$ cat config.mk
export PLATFORM = sky130hd
export DESIGN_NAME = chunked_add_sequencer
export DESIGN_NICKNAME = d
export VERILOG_FILES = /design/src/rtl/chunked_add_sequencer.sv
export SDC_FILE = /design/constraint.sdc
export NUM_CORES = 1
export LEC_CHECK = 0
export CORE_ASPECT_RATIO = 0.7
export CORE_MARGIN = 4
export CORE_UTILIZATION = 57
export CTS_CLUSTER_SIZE = 40
export DETAILED_ROUTE_END_ITERATION = 12
export DONT_BUFFER_PORTS = 1
export PLACE_DENSITY_LB_ADDON = 0.05
export SLEW_MARGIN = 20
export SYNTH_ARGS = -nofsm -noshare
export SYNTH_HDL_FRONTEND = slang
export SYNTH_SLANG_ARGS = --single-unit
$ cat constraint.sdc
create_clock -name iClk -period 3.55 [get_ports iClk]
set_clock_uncertainty 0.1 [all_clocks]
set_input_delay 0.71 -clock iClk [delete_from_list [all_inputs] [get_ports iClk]]
set_output_delay 0.71 -clock iClk [all_outputs]
set_load 0.005 [all_outputs]
$ cat src/rtl/chunked_add_sequencer.sv
// Multi-cycle adder: sums two WIDTH-bit operands CHUNK bits per cycle with a registered ripple carry.
// Optional signed-overflow flag oOverflow is built when CHUNKED_ADD_OVERFLOW_EN is defined.
module chunked_add_sequencer #(
  parameter int unsigned WIDTH = 32,
  parameter int unsigned CHUNK = 4
) (
  input  logic             iClk,
  input  logic             iRst,
  input  logic             iValid,
  output logic             oReady,
  input  logic [WIDTH-1:0] iA,
  input  logic [WIDTH-1:0] iB,
  input  logic             iCarryIn,
  output logic             oValid,
  input  logic             iReady,
  output logic [WIDTH-1:0] oSum,
  output logic             oCarryOut,
  output logic             oBusy
`ifdef CHUNKED_ADD_OVERFLOW_EN
  ,
  output logic             oOverflow
`endif
);

  localparam int unsigned NCHUNK = WIDTH / CHUNK;
  localparam int unsigned IDXW   = (NCHUNK > 1) ? $clog2(NCHUNK) : 1;

  typedef enum logic [1:0] {IDLE, RUN, DONE} state_t;

  state_t            state, state_next;
  logic [WIDTH-1:0]  a_q, b_q;
  logic              carry_q;
  logic [IDXW-1:0]   idx_q;
  logic              last_chunk;
  int unsigned       base;
  logic [CHUNK-1:0]  a_chunk, b_chunk, g, p, chunk_sum;
  logic [CHUNK:0]    c;
  logic [WIDTH-1:0]  chunk_mask, sum_next;

  // State register
  always_ff @(posedge iClk or posedge iRst) begin
    if (iRst) state <= IDLE;
    else      state <= state_next;
  end

  // Next-state logic
  always_comb begin
    state_next = state;
    case (state)
      IDLE:    if (iValid)     state_next = RUN;
      RUN:     if (last_chunk) state_next = DONE;
      DONE:    if (iReady)     state_next = IDLE;
      default: state_next = IDLE;
    endcase
  end

  // Handshake/status outputs decoded purely from state
  always_comb begin
    oReady = (state == IDLE);
    oBusy  = (state == RUN);
    oValid = (state == DONE);
  end

  // Chunk k adder: generate/propagate ripple seeded by the running carry
  always_comb begin
    last_chunk = (idx_q == IDXW'(NCHUNK - 1));
    base       = 32'(idx_q) * CHUNK;
    a_chunk    = CHUNK'(a_q >> base);
    b_chunk    = CHUNK'(b_q >> base);
    g          = a_chunk & b_chunk;
    p          = a_chunk | b_chunk;
    c          = '0;
    c[0]       = carry_q;
    chunk_sum  = '0;
    for (int unsigned i = 0; i < CHUNK; i++) begin
      chunk_sum[i] = a_chunk[i] ^ b_chunk[i] ^ c[i];
      c[i+1]       = g[i] | (p[i] & c[i]);
    end
    chunk_mask = WIDTH'({CHUNK{1'b1}}) << base;
    sum_next   = (oSum & ~chunk_mask) | ((WIDTH'(chunk_sum) << base) & chunk_mask);
  end

  // Datapath: operands latched only on accept, result built chunk by chunk in oSum
  always_ff @(posedge iClk or posedge iRst) begin
    if (iRst) begin
      a_q       <= '0;
      b_q       <= '0;
      carry_q   <= 1'b0;
      idx_q     <= '0;
      oSum      <= '0;
      oCarryOut <= 1'b0;
`ifdef CHUNKED_ADD_OVERFLOW_EN
      oOverflow <= 1'b0;
`endif
    end else begin
      case (state)
        IDLE: begin
          if (iValid) begin
            a_q     <= iA;
            b_q     <= iB;
            carry_q <= iCarryIn;
            idx_q   <= '0;
          end
        end
        RUN: begin
          oSum    <= sum_next;
          carry_q <= c[CHUNK];
          if (last_chunk) begin
            idx_q     <= '0;
            oCarryOut <= c[CHUNK];
`ifdef CHUNKED_ADD_OVERFLOW_EN
            oOverflow <= (a_q[WIDTH-1] == b_q[WIDTH-1]) &&
                         (chunk_sum[CHUNK-1] != a_q[WIDTH-1]);
`endif
          end else begin
            idx_q <= idx_q + 1'b1;
          end
        end
        default: ;
      endcase
    end
  end

endmodule
==> out/metrics.yaml <==
floorplanning:
  ioPinCount: 105
  initial_core_util_pct: 59.77
  dieArea_um2: 9950
  core_um2: 8006
  die_y_um: 84.67
  placementRows: 27
  die_x_um: 117.5
logic_synthesis:
  yosys_register_bits: 103
  postSynthAreaPerCell_um2: 15.69
  yosys-top-cells-area: "dfrtp_1 (54%), mux2_2 (19%), mux4_2 (7.5%)"
  yosysSeqAreaShare_pct: 53.86
  yosysMostFrequentCell: "dfrtp_1"
  syn-num-nets: 384
  synth_cells: 305
  synth.top_cell.area_share_pct: 53.86
  yosys.area.top_type: "dfrtp_1"
  ys.warnings.count: 0
  synthesis.area_um2: 4786
  synth_commonest_cells: "dfrtp_1 (103), mux2_2 (80), mux2_1 (16), mux4_2 (16)"
  synth_edf_count: 0
  synthFlopType: "dfrtp_1"
  yosysUniqueCellTypes: 31
  synthArstFlopShare_pct: 100.0
sta:
  relSlewSlack_pct: 53.95
  setup_ws_ps: 140.4
  max_slew.worst_pin.slew_ps: 690.7
  setup_viol: 0
  hold_violations: 0
  final.setup.tns_ps: 0
  fmax_ghz: 0.2933
  drv_slew: 0
  period_needed_ps: 3410
  timing.hold.ws_ps: 247.3
  post-route-period-util_pct: 96.05
  rsz0062_at_grt: "false"
place:
  gp_congestion: 0.7544
  io_buffers: 0
  dp_slack_ps: 117.9
  dpl.hpwl_mm: 7.183
route:
  met3_length_um: 840
  ant_nets: 0
  vias: 2553
  wl_met1_mm: 4.426
  dr.pass1.iters: 4
  routed.top_layer: "met5"
  avgRoutedWirePerCell_um: 22.96
  totalWireLength_mm: 9.553
  drc_errors: 0
  vias_per_cell: 6.137
  drt_iter0_drc: 102
  met2_length_mm: 4.203
cts:
  h-tree-depth: 3
  clockRootBuffer: "clkbuf_16"
  clk_latency_ps: 330
  cts_tree: "built"
  clk_pin_slew_ps: 70
  cts_sinks: 103
  clk_path_buf_depth: 2
  cts_buffers: 9
power:
  leakage_nw: 2.304
  power_density_nw_per_um2: 1088
  power_mw: 5.671
  ir_worst_vdd_mv: 0.5230
critical_path:
  critPathKind: "reg -> reg"
  crit_path_end_kind: "flop"
  worstPathMaxFanout: 8
  critPathLaunchType: "flop"
  worst-r2r-cell-count: 8
  cp.arrival_ps: 3530
  worstPathRequired_ps: 3670
finish:
  drive_above_1_share_pct: 42.22
  n_antenna_cell: 0
  n_fill_cell: 611
  area_delta_synth_final_pct: 8.889
  final_nets: 389
global_routing:
  antenna_found_initial: 2
  grt_first_pass_wirelength_mm: 15.55
  grtUsageTotal_pct: 20.30
  grt_pass1_vias: 2692
  grt_max_degree: 57
  gr-total-overflow: 0
job:
  maxCapViolations: 0
run_status:
  outcome: "completed"
worst_hold_path:
  hold_class: "in -> async"
==> power breakdown <==
group / internal [mW] / total, mW / switching, mW / leakage (nW)
logic: 1.35 / 2.55 / 1.20 / 0.877
registers: 1.73 / 2.12 / 0.389 / 1.27
clock network: 0.602 / 1.00 / 0.399 / 0.156
==> per-stage QoR <==
| stage | utilization (%) | area [um^2] | std cells |
|---|---|---|---|
| floorplan | - | 4786 | 305 |
| finish | 65.09 | 5211 | 416 |
| CTS | 64.95 | 5200 | 415 |
| detailed placement | 61.07 | 4890 | 399 |
| global placement | 61.07 | 4890 | 399 |
| global route | 65.09 | 5211 | 416 |
==> cells by family after synthesis <==
kind of cell | after synthesis | share of synthesized area, %
mux | 121 | 32.00
flops | 103 | 53.86
simple gates | 36 | 6.536
buf+inv | 28 | 3.216
fa+ha+maj | 10 | 3.242
compound gates | 7 | 1.150
==> cell type report <==
cell class / count / area, um^2 / share of cell area [%]
Sequential cell: 103 / 2580 / 49.51
Multi-Input combinational cell: 174 / 2057 / 39.47
Clock buffer: 13 / 270.3 / 5.186
Tap cell: 101 / 126.4 / 2.425
Timing Repair Buffer: 14 / 105.1 / 2.017
Clock inverter: 3 / 40.04 / 0.7683
Inverter: 8 / 32.53 / 0.6242
==> worst max-delay path, stage by stage, from the launching register on <==
cell     delay, ps
dfrtp_2        480
mux4_2         350
mux2i_1        110
fa_1           420
fa_1           390
fa_1           400
fa_2           600
and4b_1        200
mux2_2         250
==> repair_timing <==
action                                  in CTS  in global routing
endpoints found under the setup margin       0                  1
resized for setup                            0                  2
endpoints found under the hold margin        0                  0
setup buffers                                0                  1
hold buffers                                 0                  0
==> cell usage in the layout, fill, tap and decap left out, types with 2 or more instances in the layout <==
| cell | n |
|---|---|
| dfrtp_1 | 101 |
| mux2_2 | 80 |
| mux2_1 | 16 |
| mux4_2 | 16 |
| buf_4 | 14 |
| nor3b_1 | 9 |
| mux2i_1 | 9 |
| clkbuf_16 | 9 |
| inv_1 | 6 |
| ha_1 | 6 |
| and4b_1 | 4 |
| nor3_1 | 4 |
| nor4bb_1 | 4 |
| nand4b_1 | 3 |
| a21o_1 | 3 |
| fa_1 | 3 |
| clkbuf_8 | 3 |
| and3b_1 | 2 |
| nor2b_1 | 2 |
| o31ai_1 | 2 |
| and4bb_1 | 2 |
| clkinv_2 | 2 |
| dfrtp_2 | 2 |
==> worst paths after layout <==
path	from	to	slack, ps
min	iRst	async pin	250
max reg2reg	idx_q[0]	flop	140
min reg2reg	b_q[1]	b_q[1]	390
min in group iClk	b_q[1]	b_q[1]	390
max in group asynchronous	iRst	async pin	2300
max	idx_q[0]	flop	140
==> routing by layer <==
metal  global-route usage [%]  up-vias
li1                         -     1137
met1                    29.18     1329
met2                    29.56       73
met3                    8.485       10
met4                    3.511        4
met5                        0        -
Power figures use the tool's default switching activity.
